### config.mk
export PLATFORM = sky130hd
export DESIGN_NAME = seq_restoring_divider
export DESIGN_NICKNAME = d
export VERILOG_FILES = /design/src/rtl/div_pkg.sv /design/src/rtl/div_restore_step.sv /design/src/rtl/seq_restoring_divider.sv
export SDC_FILE = /design/constraint.sdc
export NUM_CORES = 1
export LEC_CHECK = 0
export CAP_MARGIN = 10
export CORE_MARGIN = 1.5
export CORE_UTILIZATION = 56
export CTS_CLUSTER_SIZE = 8
export DETAILED_ROUTE_END_ITERATION = 12
export PLACE_DENSITY = 0.84
export SYNTH_ARGS = -nofsm -noshare
export SYNTH_HDL_FRONTEND = slang
export SYNTH_SLANG_ARGS = --single-unit
### constraint.sdc
create_clock -name clk -period 3.3 [get_ports clk]
set_clock_uncertainty 0.05 [all_clocks]
set_input_delay 0.33 -clock clk [delete_from_list [all_inputs] [get_ports clk]]
set_output_delay 0.33 -clock clk [all_outputs]
set_load 0.005 [all_outputs]
### src/rtl/div_pkg.sv
// Shared types and constants for the sequential restoring divider.
package div_pkg;

   typedef enum logic [1:0] {
      IDLE = 2'b00,
      CALC = 2'b01,
      DONE = 2'b10
   } div_state_t;

   localparam int unsigned DIV_N = 8;

   // Returns a 64-bit word with the low 'width' bits set.
   function automatic logic [63:0] all_ones(input int unsigned width);
      logic [63:0] v;
      v = '0;
      for (int unsigned i = 0; i < 64; i++) begin
         if (i < width) v[i] = 1'b1;
      end
      return v;
   endfunction

endpackage

### src/rtl/div_restore_step.sv
// One radix-2 restoring division step: trial subtract, keep or restore.
module div_restore_step #(
   parameter int unsigned N = 8
) (
   input  logic [N-1:0] r,
   input  logic         q_msb,
   input  logic [N-1:0] d,
   output logic [N-1:0] r_next,
   output logic         q_bit
);

   logic [N:0] t;

   // On restore the shifted value is below D, so its top bit is always zero.
   always_comb begin
      t      = {r, q_msb} - {1'b0, d};
      q_bit  = ~t[N];
      r_next = t[N] ? {r[N-2:0], q_msb} : t[N-1:0];
   end

endmodule

### src/rtl/seq_restoring_divider.sv
// Sequential radix-2 restoring divider with valid/ready handshakes on both sides.
module seq_restoring_divider
   import div_pkg::*;
#(
   parameter int unsigned N    = DIV_N,
   parameter int unsigned CNTW = 5
) (
   input  logic             clk,
   input  logic             rst_n,
   input  logic             in_valid,
   output logic             in_ready,
   input  logic [2*N-1:0]   dividend,
   input  logic [N-1:0]     divisor,
   output logic             out_valid,
   input  logic             out_ready,
   output logic [2*N-1:0]   quotient,
   output logic [N-1:0]     remainder,
   output logic             div_zero
);

   localparam logic [CNTW-1:0]  LAST_CNT = CNTW'(2*N-1);
   localparam logic [2*N-1:0]   Q_ONES   = (2*N)'(all_ones(2*N));

   div_state_t        state, state_next;
   logic [CNTW-1:0]   cnt;
   logic [N-1:0]      r_acc;
   logic [2*N-1:0]    q_acc;
   logic [N-1:0]      d_reg;
   logic              dz_pend;
   logic [N-1:0]      r_next;
   logic              q_bit;

   div_restore_step #(.N(N)) u_step (
      .r      (r_acc),
      .q_msb  (q_acc[2*N-1]),
      .d      (d_reg),
      .r_next (r_next),
      .q_bit  (q_bit)
   );

   always_ff @(posedge clk) begin
      if (!rst_n) state <= IDLE;
      else        state <= state_next;
   end

   always_comb begin
      state_next = state;
      case (state)
         IDLE: if (in_valid) state_next = (divisor == '0) ? DONE : CALC;
         CALC: if (cnt == '0) state_next = DONE;
         DONE: if (out_valid && out_ready) state_next = IDLE;
         default: state_next = IDLE;
      endcase
   end

   always_comb begin
      in_ready = (state == IDLE);
   end

   // Both paths finish in q_acc/r_acc; DONE copies them to the outputs one cycle later.
   always_ff @(posedge clk) begin
      if (!rst_n) begin
         cnt       <= '0;
         r_acc     <= '0;
         q_acc     <= '0;
         d_reg     <= '0;
         dz_pend   <= 1'b0;
         out_valid <= 1'b0;
         quotient  <= '0;
         remainder <= '0;
         div_zero  <= 1'b0;
      end else begin
         case (state)
            IDLE: begin
               if (in_valid) begin
                  d_reg <= divisor;
                  cnt   <= LAST_CNT;
                  if (divisor == '0) begin
                     q_acc   <= Q_ONES;
                     r_acc   <= dividend[N-1:0];
                     dz_pend <= 1'b1;
                  end else begin
                     q_acc   <= dividend;
                     r_acc   <= '0;
                     dz_pend <= 1'b0;
                  end
               end
            end
            CALC: begin
               r_acc <= r_next;
               q_acc <= {q_acc[2*N-2:0], q_bit};
               if (cnt != '0) cnt <= cnt - 1'b1;
            end
            DONE: begin
               if (!out_valid) begin
                  out_valid <= 1'b1;
                  quotient  <= q_acc;
                  remainder <= r_acc;
                  div_zero  <= dz_pend;
               end else if (out_ready) begin
                  out_valid <= 1'b0;
               end
            end
            default: ;
         endcase
      end
   end

endmodule

Word-level counts from Yosys, hierarchy flattened. Cells that the tools add are included.

Equality and inequality tests: 6. Reductions and logical operators: 11. Magnitude comparators: 0. Add/sub/neg operators: 2. $mul: 0. Bitwise gates (word level): 2. Divide/modulo/power cells: 0. Shift-type cells: 0. Mux-type cells: 18.

Operator list (count): $mux W16 (2); $pmux W16 S2 (1); $mux W8 (3); $pmux W8 S2 (1); $mux W5 (2); $pmux W5 S2 (1); $sub A9 B8 Y9 (1); $logic_not A8 Y1 (1); $mux W2 (4); $ne A2 B2 Y1 const B (4); $pmux W2 S3 (1); $reduce_and A2 Y1 (3); $reduce_and A3 Y1 (2); $logic_not A5 Y1 (1); $reduce_bool A5 Y1 (1); $sub A5 B1 Y5 const B (1); $mux W1 (3); $eq A2 B1 Y1 const B (1); $eq A2 B2 Y1 const B (1); $logic_not A2 Y1 (1); $not A1 Y1 (2); $reduce_bool A2 Y1 (1); $logic_and A1 B1 Y1 (1).

Memories: 0. Input bits: 28. Bits in registers: 66. Output and inout port bits: 27. Bits in read-only memories: 0. Latch bits: 0. RAM bits: 0.

Depth between registers and ports, before layout. Gate-level depths: netlist (run 1).

Depth after elaboration: 4. Gate-level depth with buffers: 11.

By module. From an unflattened synthesis (run 1), not the netlist that was laid out.

Cell total of the unflattened synthesis: 362. Area, all modules: 3314.4 um^2.

Modules (own cells, without submodules): seq_restoring_divider (times used 1, cells an instance 304, area each 2829.0 um^2); div_restore_step (times used 1, cells an instance 58, area each 485.5 um^2).

Worst setup path before layout (run 1). OpenSTA, ideal clock, no wires.

Path kind: register to register. Start: register q_acc[15]. End: register r_acc[1]. Stages on the path, launching flop included: 12. Required time: 3128 ps. Slack: 1039 ps. Clock period less this slack: 2261 ps. Setup time: 122 ps. Buffers on the path: 1. Arrival: 2089 ps. Path through: dfxtp_1 > inv_1 > ha_1 > inv_1 > fa_1 > a211oi_1 > nor3_1 > mux2i_1 > nor2_2 > buf_6 > nor2_1 > a221o_1.

Longest elaborated chain between the ends: 3.

RTL lines: from (decl) (line seq_restoring_divider.sv:27) `logic [2*N-1:0] q_acc;`; from (signal assigned) (line seq_restoring_divider.sv:83) `q_acc <= dividend;`; from (signal assigned) (line seq_restoring_divider.sv:91) `q_acc <= {q_acc[2*N-2:0], q_bit};`; $sub A9 B8 Y9 (line div_restore_step.sv:16) `t = {r, q_msb} - {1'b0, d};`; $mux W8 (line div_restore_step.sv:18) `r_next = t[N] ? {r[N-2:0], q_msb} : t[N-1:0];`; $pmux W8 S2 (line seq_restoring_divider.sv:73) `case (state)`; to (signal assigned) (line seq_restoring_divider.sv:80) `r_acc <= dividend[N-1:0];`; to (signal assigned) (line seq_restoring_divider.sv:90) `r_acc <= r_next;`; to (decl) (line seq_restoring_divider.sv:26) `logic [N-1:0] r_acc;`.

No other way between the ends. A chain may end at the register's enable or synchronous reset.

Worst setup path after layout (run 1).
Start: register q_acc[15]. End: register r_acc[0].

Longest elaborated chain between the ends: 3.

RTL lines (line): $sub A9 B8 Y9 (div_restore_step.sv:16); $mux W8 * (div_restore_step.sv:18); $pmux W8 S2 * (seq_restoring_divider.sv:73).

Every way passes the cells marked *; elsewhere a longest branch is shown, timed or not.

==> flow_summary.toml, run 1 <==
[job]
drv_cap = 0

[synth]
async_reset_ff_frac = 0
yosysTopAreaCell = "dfxtp_1"
synth_area_per_cell_sq_um = 7.941
synth_seq_cells = 66
synth.area.top_cells = "dfxtp_1 43%, nand2_1 11%, a21oi_1 7.9%"
synthFlopType = "dfxtp_1"
synth_fp_nets = 423
ys_warn_count = 0
ys_types = 49
synth_cells = 384
synth.cell_area_sq_mm = 0.003049
yosysSeqAreaShare = 0.4333
synth.top_cell.area_share = 0.4333
synth_edf_count = 0

[timing]
setup_viol = 0
fmax_mhz = 382.7
maxSlewViolCount = 0
hold_viol = 0
rsz0062_at_grt = "false"
fin_crit_sh = 0.7918
slew-limit-headroom = 0.5721
fin_crit_ns = 2.613
final.setup.tns_ns = 0
worst_pin_slew_ns = 0.6395

[global_routing]
grt_use_met3 = 0.07262
antenna_found_initial = 0
grt_pass1_vias = 2685
met2_usage = 0.4088
grt_pass1_wl_um = 12380
grt_overflow = 0
grt_usage = 0.2654
grt_max_degree = 46
grt-busiest-layer = "met2"
met1_usage = 0.3346

[cts]
cts.clk_slew.worst_paths_ns = 0.07
postCtsHoldBufs = 0
cts.path.max_buffers = 2
ctsResizeCount = 0
root_buffer = "clkbuf_8"
clock_latency_ns = 0.34
htree_levels = 3
cts_sinks = 66
cts_buffers = 9
cts_setup_buffers = 0
tritoncts = "built"

[final_layout]
drive_gt1_frac = 0.06207
top_regs = "q_acc (16), quotient (16)"
diodes = 0
fillers = 423
final_util = 0.7342
layout_commonest_cell = "nand2_1"
mostFrequentLayoutCells = "91 x nand2_1, 66 x dfxtp_1, 54 x clkdlybuf4s50_1"
syn_to_final_growth_pct = 24.54
nNetsFinal = 470

[die]
initial_core_util = 0.5895
die_w_um = 76.79
io_pins = 55
dieArea_sq_mm = 0.005897
core_sq_mm = 0.005172
fp.dieH_um = 76.79
rows = 26

[drt]
wl_per_cell_um = 14.93
drtIter0Drc = 193
routed_via_density = 5.717
routed_wl_um = 7541
drc = 0
dr.pass1.iters = 4
ant_nets = 0
vias = 2887

[worst_setup_path]
reg2reg_depth = 10
crit_path_end_kind = "flip-flop"
setup.worst_path.start = "q_acc[15]"
crit_end = "r_acc[0]"
crit_type = "flip-flop to flip-flop"
timing.rr.end = "r_acc[0]"
timing.rr.start = "q_acc[15]"
arrival_ns = 2.82
critPathLaunchType = "flip-flop"
path_max_fanout = 14
worstPathRequired_ns = 3.51
reg2reg_setup_slack_ns = 0.69

[run_status]
outcome = "finished clean"

[power_and_ir_drop]
leakage_nw = 1.379
ir_drop_mv = 0.3799
power_density_mw_per_mm2 = 587.6

[min_path]
min_path_type = "flip-flop to flip-flop"

[placement]
portBuffers = 54
place_congestion = 0.8824
hpwl_um = 5240
cell usage after synthesis (2+ instances only):
master     n
a21oi_1   48
nor2_2     2
a31oi_1   11
nand3_1    2
mux2i_1    2
nand2b_1   8
o221ai_1   7
nor4_1     2
dfxtp_1   66
o21ai_0   15
buf_6      2
o311ai_0   3
nand2_1   91
nor3_1     6
nand4_1    4
xnor2_1    2
o211ai_1   4
inv_1     13
o31ai_1    2
a21o_1     4
ha_1      10
a211oi_1   3
clkbuf_1  19
or2_2      2
nor2_1    27
xor2_1     6
per-layer routing:
metal  up-vias  routed length (um)  part of all wire
met4         0                 133             0.018
li1       1426                   -                 -
met1      1341                3270              0.43
met3        16                 510             0.068
met2       104                3626              0.48
met5         -                   0                 0
critical path: stages (launching register included):
cell	delay [ns]
dfxtp_1	0.33
inv_1	0.07
ha_1	0.15
inv_1	0.05
fa_1	0.42
a211oi_1	0.28
nor3_1	0.10
mux2i_1	0.15
nor2_2	0.48
mux2_4	0.35
o22ai_2	0.10
metrics by stage:
| stage | power [mW] | std cells | hold WS, ns | instance area, sq um | setup slack (ns) |
|---|---|---|---|---|---|
| after floorplan | 1.416 | 384 | 0.3822 | 3049 | 1.039 |
| final | 2.231 | 505 | 0.4028 | 3797 | 0.6870 |
| after CTS | 2.235 | 505 | 0.4049 | 3797 | 0.6756 |
| after global placement | 1.549 | 490 | 0.3903 | 3612 | 0.7718 |
| after detailed placement | 1.578 | 490 | 0.3960 | 3612 | 0.6921 |
| after global routing | 2.352 | 505 | 0.4206 | 3797 | 0.5143 |
worst min-delay path by stage:
stage	from	to	slack, ns	depth (start not counted)
4_1_cts	quotient[13]	quotient[13]	0.40	2
2_1_floorplan	dz_pend	div_zero	0.38	2
3_3_place_gp	quotient[11]	quotient[11]	0.39	2
6_report	quotient[14]	quotient[14]	0.40	2
3_5_place_dp	quotient[13]	quotient[13]	0.40	2
5_1_grt	d_reg[5]	d_reg[5]	0.42	2
report_power, final:
part / internal, mW / switching (mW) / leakage [nW]
registers: 0.874 / 0.0766 / 0.540
clock network: 0.364 / 0.294 / 0.0962
logic: 0.260 / 0.363 / 0.743
total: 1.50 / 0.734 / 1.38
area by class of cell:
| type | count | area [sq um] | area share |
|---|---|---|---|
| Multi-Input combinational cell | 281 | 1573 | 0.4142 |
| Inverter | 14 | 52.55 | 0.01384 |
| Tap cell | 70 | 87.58 | 0.02306 |
| Timing Repair Buffer | 59 | 578.1 | 0.1522 |
| Clock buffer | 12 | 145.1 | 0.03822 |
| Clock inverter | 3 | 40.04 | 0.01054 |
| Sequential cell | 66 | 1321 | 0.3479 |
cell families (layout without fill, tap and decap cells):
logic type	count (synthesis)	in the layout	share of synthesized area
fa+ha+maj	11	11	0.04760
flops	66	66	0.4333
simple gates	151	151	0.2117
mux	3	3	0.01149
compound gates	108	108	0.2220
xor+xnor	8	8	0.02298
buf+inv	37	88	0.05088
Note: power is estimated with default switching activity, not from simulation.
==> run 2: changes to the inputs <==
--- a/config.mk
+++ b/config.mk
@@ -7,10 +7,10 @@
 export LEC_CHECK = 0
 export CAP_MARGIN = 10
 export CORE_MARGIN = 1.5
-export CORE_UTILIZATION = 56
+export CORE_UTILIZATION = 47
 export CTS_CLUSTER_SIZE = 8
 export DETAILED_ROUTE_END_ITERATION = 12
-export PLACE_DENSITY = 0.84
+export PLACE_DENSITY = 0.76
 export SYNTH_ARGS = -nofsm -noshare
 export SYNTH_HDL_FRONTEND = slang
 export SYNTH_SLANG_ARGS = --single-unit
==> constraint.sdc (replaced) <==
create_clock -name clk -period 2.1 [get_ports clk]
set_clock_uncertainty 0.05 [all_clocks]
set_input_delay 0.21 -clock clk [delete_from_list [all_inputs] [get_ports clk]]
set_output_delay 0.21 -clock clk [all_outputs]
set_load 0.005 [all_outputs]
==> flow_summary.toml, run 2 (synthesis gave the netlist of run 1 again) <==
[drt]
dr.pass1.iters = 4
routed_via_density = 5.635
routed_wl_um = 9000
drtIter0Drc = 178
vias = 3161
wl_per_cell_um = 16.04
ant_nets = 0
drc = 0

[power_and_ir_drop]
clkPwrFrac = 0.264
power_density_mw_per_mm2 = 974.8
p_int_mw = 2.744
leakage_nw = 1.634
p_comb_frac = 0.383
total_power_mw = 4.177
switching_share = 0.3430
ir_drop_mv = 0.5910
p_switching_mw = 1.433
seq_power_share = 0.353

[min_path]
min_path_type = "input pin to flip-flop"

[final_layout]
drive_gt1_frac = 0.1901
fin_area_sq_mm = 0.004285
syn_to_final_growth_pct = 40.54
diodes = 0
layout_commonest_cell = "nand2_1"
mostFrequentLayoutCells = "91 x nand2_1, 64 x dfxtp_1, 54 x clkdlybuf4s50_1"
top_regs = "q_acc (16), quotient (16)"
nNetsFinal = 518

[cts]
cts_buffers = 9
htree_levels = 3
clock_latency_ns = 0.35
cts.path.max_buffers = 2
tritoncts = "built"
cts_sinks = 66
cts.clk_slew.worst_paths_ns = 0.08
root_buffer = "clkbuf_8"

[placement]
portBuffers = 54
hpwl_um = 5768
place_congestion = 0.8803
placed_cell_area_sq_mm = 0.003839

[timing]
maxSlewViolCount = 0
fin_crit_ns = 2.396
hold_viol = 0
rsz0062_at_grt = "true"
worst_pin_slew_ns = 0.6295
setup_viol = 9
slew-limit-headroom = 0.5788
fin_crit_sh = 1.141
setup_ws_ns = -0.2962
hold_ws_ns = 0.3774
fmax_mhz = 417.3

[global_routing]
grt_overflow = 0
antenna_found_initial = 0
grt_pass1_vias = 3100
grt_usage = 0.2660
grt_pass1_wl_um = 14690
grt_max_degree = 35

[job]
drv_cap = 0

[worst_setup_path]
crit_chain = "inv_2, ha_4, inv_2, fa_2, a211oi_4, nor3_2, mux2i_2, nor2_4, buf_6, buf_4, o311ai_2"
critPathMaxStageDelay_ns = 0.38
cpMostUsedCell = "inv_2"
crit_path_end_kind = "flip-flop"
crit_type = "flip-flop to flip-flop"
critPathLaunchType = "flip-flop"
path_max_fanout = 7
cpLargestDelayFamily = "adder cells"
arrival_ns = 2.61
slowest_stage = "fa_2"
worstPathRequired_ns = 2.31
cp_num_buf_inv = 4

[run_status]
outcome = "finished with violations"
violations = "setup timing"

[die]
core_sq_mm = 0.006314
fp.dieH_um = 83.55
dieArea_sq_mm = 0.006980
rows = 29
initial_core_util = 0.4830
die_w_um = 83.55
io_pins = 55
[run 2: path summary, 6_finish.rpt]
check / slack (ns) / to / start / cells after the start
worst max-delay path: -0.30 / r_acc[5] / q_acc[15] / 11
worst min-delay path: 0.38 / q_acc[9] / dividend[9] / 3
worst min register to register: 0.41 / quotient[12] / quotient[12] / 2
worst max register to register: -0.30 / r_acc[5] / q_acc[15] / 11
[run 2: layout make-up]
cell class	count	area, sq um
tap	77	96.34
timing repair buffer	107	960.9
clock buffer	10	137.6
multi-input combinational	281	1650
inverter	14	52.55
clock inverter	6	63.81
fill	537	2028
sequential	66	1324
[run 2: metrics by stage]
| step | setup TNS [ns] | setup WS, ns | utilization | instances |
|---|---|---|---|---|
| global placement | -0.06642 | -0.04978 | 0.6080 | 525 |
| finish | -2.291 | -0.2962 | 0.6788 | 561 |
| floorplan | -0.02014 | -0.02014 | - | 384 |
| global route | -2.812 | -0.3533 | 0.6788 | 561 |
| CTS | -0.4051 | -0.1301 | 0.6681 | 558 |
| detailed placement | -0.7248 | -0.1408 | 0.6080 | 525 |
[run 2: power by group through the flow]
| stage | registers, mW | clock network, mW | logic (mW) |
|---|---|---|---|
| 2_1_floorplan | 1.48 | 0 | 0.753 |
| 3_3_place_gp | 1.49 | 0 | 1.12 |
| 3_5_place_dp | 1.49 | 0 | 1.16 |
| 4_1_cts | 1.47 | 1.10 | 1.40 |
| 5_1_grt | 1.49 | 1.16 | 1.71 |
| 6_report | 1.47 | 1.10 | 1.60 |
[run 2: worst min-delay path, stage by stage]
cell,delay [ns]
clkdlybuf4s50_1,0.40
nand2_1,0.06
a31oi_1,0.07
[run 2: what timing repair did]
item	4_1_cts	5_1_grt
pin swaps	7	11
setup endpoints to repair	8	9
cloned	1	0
buffers inserted	16	3
hold buffers	0	0
gates resized for setup	16	11
[run 2: per-layer routing]
layer	up-vias	share of wire	global-route usage
li1	1519	-	-
met1	1486	0.42	0.3213
met2	129	0.48	0.4590
met3	27	0.065	0.04253
met4	0	0.034	0.1341
met5	-	0	0
==> run 3: changes to the inputs <==
--- a/config.mk
+++ b/config.mk
@@ -11,6 +11,7 @@
 export CTS_CLUSTER_SIZE = 8
 export DETAILED_ROUTE_END_ITERATION = 12
 export PLACE_DENSITY = 0.76
+export RECOVER_POWER = 50
 export SYNTH_ARGS = -nofsm -noshare
 export SYNTH_HDL_FRONTEND = slang
 export SYNTH_SLANG_ARGS = --single-unit
==> flow_summary.toml, run 3 (synthesis gave the netlist of run 1 again) <==
[cts]
cts.clk_slew.worst_paths_ns = 0.08
cts.path.max_buffers = 2
htree_levels = 3
tritoncts = "built"
cts_sinks = 66
root_buffer = "clkbuf_8"
postCtsHoldBufs = 0
clock_latency_ns = 0.35
cts_buffers = 9

[timing]
setup_viol = 9
slew-limit-headroom = 0.5194
fin_crit_ns = 2.391
fmax_mhz = 418.3
worst_pin_slew_ns = 0.7209
setup_ws_ns = -0.2907
maxSlewViolCount = 0
fin_crit_sh = 1.138
final.setup.tns_ns = -2.238
rsz0062_at_grt = "true"
hold_viol = 0

[worst_setup_path]
path_max_fanout = 7
timing.rr.end = "r_acc[5]"
critPathLaunchType = "flip-flop"
crit_path_end_kind = "flip-flop"
timing.rr.start = "q_acc[15]"
worstPathRequired_ns = 2.31
crit_end = "r_acc[5]"
reg2reg_depth = 11
crit_type = "flip-flop to flip-flop"
setup.worst_path.start = "q_acc[15]"
arrival_ns = 2.60
reg2reg_setup_slack_ns = -0.29

[drt]
drc = 0
routed_wl_um = 8999
routed_via_density = 5.649
wl_per_cell_um = 16.04
dr.pass1.iters = 4
vias = 3169
ant_nets = 0
drtIter0Drc = 192

[placement]
hpwl_um = 5768
portBuffers = 54
place_congestion = 0.8803

[final_layout]
syn_to_final_growth_pct = 40.46
drive_gt1_frac = 0.1901
layout_commonest_cell = "nand2_1"
diodes = 0
top_regs = "q_acc (16), quotient (16)"
nNetsFinal = 518
mostFrequentLayoutCells = "91 x nand2_1, 64 x dfxtp_1, 54 x clkdlybuf4s50_1"

[job]
drv_cap = 0

[die]
fp.dieH_um = 83.55
dieArea_sq_mm = 0.006980
initial_core_util = 0.4830
io_pins = 55
core_sq_mm = 0.006314
rows = 29
die_w_um = 83.55

[power_and_ir_drop]
power_density_mw_per_mm2 = 973.9
leakage_nw = 1.634
total_power_mw = 4.171
ir_drop_mv = 0.5900

[run_status]
outcome = "finished with violations"
violations = "setup timing"

[global_routing]
grt_max_degree = 35
grt_usage = 0.2660
grt_pass1_vias = 3100
antenna_found_initial = 0
grt_overflow = 0
grt_pass1_wl_um = 14690

[min_path]
min_path_type = "input pin to flip-flop"
==> run 3: changes by cell type in the layout (fill, tap and decap cells not counted), sizes merged <==
cell / change
buf: -1
clkbuf: +1
==> run 3: routing by layer <==
layer  track usage  vias up  wire (um)
li1              -     1518          -
met1        0.3213     1490       3718
met2        0.4590      134       4377
met3       0.04253       27        614
met4        0.1341        0        289
met5             0        -          0
==> run 3: how the worst min path moves through the flow <==
stage,from,end,depth (start not counted)
after global routing,dividend[9],q_acc[9],3
after detailed placement,quotient[11],quotient[11],2
after floorplan,dividend[10],q_acc[10],2
after global placement,quotient[9],quotient[9],2
final,dividend[9],q_acc[9],3
after CTS,dividend[9],q_acc[9],3
==> run 3: final cells by class <==
class / instances / area, sq um
Clock buffer: 10 / 137.6
Clock inverter: 6 / 63.81
Fill cell: 536 / 2031
Inverter: 14 / 52.55
Multi-Input combinational cell: 281 / 1650
Sequential cell: 66 / 1324
Tap cell: 77 / 96.34
Timing Repair Buffer: 107 / 958.4
==> run 3: worst max-delay path: stages (launching register included) <==
cell and delay, ns:
dfxtp_2 0.33, inv_2 0.08, ha_4 0.14, inv_2 0.04, fa_2 0.38, a211oi_4 0.24, nor3_2 0.10, mux2i_2 0.34
nor2_4 0.11, buf_6 0.16, buf_4 0.13, o311ai_2 0.20
==> run 3: power breakdown <==
part	switching, mW	leakage (nW)	internal [mW]	total [mW]
clock	0.518	0.0987	0.580	1.10
combinational	0.809	0.994	0.790	1.60
sequential	0.100	0.541	1.37	1.47
total	1.43	1.63	2.74	4.17
==> run 3: through the flow <==
stage	hold WS [ns]	instances	utilization	instance area [sq um]	setup slack, ns
after floorplan	0.2807	384	-	3057	-0.02014
after global placement	0.3912	525	0.6080	3839	-0.04978
after detailed placement	0.3970	525	0.6080	3839	-0.1408
after CTS	0.3706	558	0.6681	4218	-0.1301
after global routing	0.4005	561	0.6784	4283	-0.3533
final	0.3803	561	0.6784	4283	-0.2907
==> run 3: what timing repair did <==
action                                  4_1_cts  5_1_grt
gates cloned                                  1        0
gates resized for setup                      16       11
endpoints found under the setup margin        8        9
pin swaps                                     7       11
setup buffers                                16        3
==> RTL change: new RTL, flow settings as in run 2 <==
The 3 states of `div_state_t` get a one-hot encoding in 3 bits.
--- a/src/rtl/div_pkg.sv
+++ b/src/rtl/div_pkg.sv
@@ -2,8 +2,8 @@
 package div_pkg;
 
-   typedef enum logic [1:0] {
-      IDLE = 2'b00,
-      CALC = 2'b01,
-      DONE = 2'b10
+   typedef enum logic [2:0] {
+      IDLE = 3'b001,
+      CALC = 3'b010,
+      DONE = 3'b100
    } div_state_t;
 
Behaviour: same outputs for any inputs over 10 cycles, from zero or initial values and one cycle with rst_n low; not proved beyond that.
==> RTL change against run 2 <==
  * The run ends with DRC, setup timing left
  * Count of clock-buffer cells in the layout unchanged
  * Area after synthesis grew 3.6%
  * Final area fell by 2.2%
  * Sequential cell count rose by 1
  * Total power fell by 24%
  * Wire length is 6.6% lower
  * First-iteration DRC count is 66% higher
  * Worst setup slack better by 0.11 ns
==> RTL change: results (changes against run 2) <==
| Metric | Value |
|---|---|
| Worst Path Max Fanout | 6 (was 7) |
| Final WL | 8410 um (was 9000 um) |
| Max-slew headroom | 0.665 (was 0.579) |
| R2R depth | 10 (was 11) |
| Drt initial violations | 296 (was 178) |
| Psw | 0.966 mW (was 1.43 mW) |
| Post-synthesis compound-gate area fraction | 0.237 (was 0.222) |
| Outcome | complete, but fails checks (unchanged) |
| # DRC | 2 (was 0) |
| First-pass iteration count of the detailed router | 10 (was 4) |
| Adder-cell share of the synthesized area | 0.0460 (was 0.0476) |
| Final setup violation count | 9 (unchanged) |
| Total track usage | 0.245 (was 0.266) |
| Unique masters post-synth | 47 (was 49) |
| Fin Hold WS | 0.370 ns (was 0.377 ns) |
| Dpl hpwl | 5890 um (was 5770 um) |
| Area contributors post-synth | dfxtp_1 42%, nand2_1 11%, a21oi_1 9.5% (was dfxtp_1 43%, nand2_1 11%, a21oi_1 7.9%) |
| Routed via count | 3,092 (was 3,161) |
| Worst hold stages | 3 (unchanged) |
| Layout cells sized above 1 | 0.143 (was 0.190) |
| Register area share after synthesis | 0.425 (was 0.433) |
| Hold wc startpoint | divisor[2] (was dividend[9]) |
| Slowest cell delay on critical path | 0.36 ns (was 0.38 ns) |
| Hold Path End | d_reg[2]$_SDFFE_PN0P_ (was q_acc[9]$_SDFFE_PN0P_) |
| Final nets | 512 (was 518) |
| First-pass GRT wire length | 13,900 um (was 14,700 um) |
| Final worst slack | -0.188 ns (was -0.296 ns) |
| LEAKAGE | 1.55 nW (was 1.63 nW) |
| Fillers | 544 (was 537) |
| Post-DP Area | 3970 um^2 (was 3840 um^2) |
| Pin count of the biggest net entering global routing | 27 (was 35) |
| CP delay by family, top | compound AO/OA/AOI/OAI gates (was adder cells) |
| Syn Nets | 438 (was 423) |
| Mux contribution to synthesized area | 0.0190 (was 0.0115) |
| Worst EP arrival | 2.53 ns (was 2.61 ns) |
| Failing checks | DRC, setup timing (was setup timing) |
| XOR/XNOR share of the synthesized area | 0.0222 (was 0.0230) |
| Vias in the first global route | 2,971 (was 3,100) |
| Dpl ws | -0.199 ns (was -0.141 ns) |
| Top post-synthesis cells by count | 91 x nand2_1, 67 x dfxtp_1, 60 x a21oi_1 (was 91 x nand2_1, 66 x dfxtp_1, 48 x a21oi_1) |
| Placer congestion estimate | 0.929 (was 0.880) |
| Maximum vdd drop | 0.466 mV (was 0.591 mV) |
## RTL change: cell type report
| type | instances | share of cell area |
|---|---|---|
| Clock buffer | 10 | 0.0328 |
| Clock inverter | 5 | 0.00716 |
| Inverter | 13 | 0.0116 |
| Multi-Input combinational cell | 293 | 0.407 |
| Sequential cell | 67 | 0.321 |
| Tap cell | 77 | 0.0230 |
| Timing Repair Buffer | 89 | 0.198 |
## RTL change: worst max path at each step
stage / cells after the start / slack [ns] / start / endpoint
CTS: 10 / -0.18 / q_acc[15]$_SDFFE_PN0P_ / r_acc[5]$_SDFFE_PN0P_
detailed placement: 10 / -0.20 / q_acc[15]$_SDFFE_PN0P_ / r_acc[5]$_SDFFE_PN0P_
global route: 10 / -0.27 / q_acc[15]$_SDFFE_PN0P_ / r_acc[5]$_SDFFE_PN0P_
floorplan: 10 / -0.09 / q_acc[15]$_SDFFE_PN0P_ / r_acc[5]$_SDFFE_PN0P_
global placement: 10 / -0.16 / q_acc[15]$_SDFFE_PN0P_ / r_acc[5]$_SDFFE_PN0P_
finish: 10 / -0.19 / q_acc[15]$_SDFFE_PN0P_ / r_acc[5]$_SDFFE_PN0P_
## RTL change: repair_timing
item / CTS / global route
setup buffers: 2 / 0
gates resized for setup: 2 / 3
endpoints found under the setup margin: 9 / 10
pin swaps: 5 / 5
## RTL change: cell families after synthesis
logic type      Yosys count
mux                       6
compound gates          120
flops                    67
fa+ha+maj                11
xor+xnor                  8
simple gates            148
buf+inv                  39
## RTL change: power groups by stage
stage | Combinational, mW | Sequential, mW | Clock [mW]
final | 0.848 | 1.39 | 0.945
after global routing | 0.925 | 1.40 | 1.01
after CTS | 0.824 | 1.39 | 0.953
after detailed placement | 0.784 | 1.42 | 0
after global placement | 0.766 | 1.42 | 0
after floorplan | 0.500 | 1.41 | 0
## RTL change: metrics by stage
step	cells	util	power, mW	setup TNS (ns)
after floorplan	399	-	1.91	-0.107
final	554	0.653	3.19	-0.918
after detailed placement	537	0.619	2.20	-0.974
after CTS	554	0.650	3.17	-0.973
after global routing	554	0.653	3.33	-1.78
after global placement	537	0.619	2.18	-0.459
## RTL change: tightest hold or removal path: cells and delay by family
family | cells | cell delay [ns]
simple gates | 1 | 0.06
buf+inv | 1 | 0.41
compound gates | 1 | 0.05
## RTL change: routing by layer
layer / track usage / wire length (um) / vias to the layer above / share of wire
li1: - / - / 1525 / -
met1: 0.309 / 3720 / 1438 / 0.44
met4: 0.0999 / 207 / 0 / 0.025
met5: 0 / 0 / - / 0
met3: 0.0632 / 542 / 16 / 0.064
met2: 0.398 / 3940 / 113 / 0.47
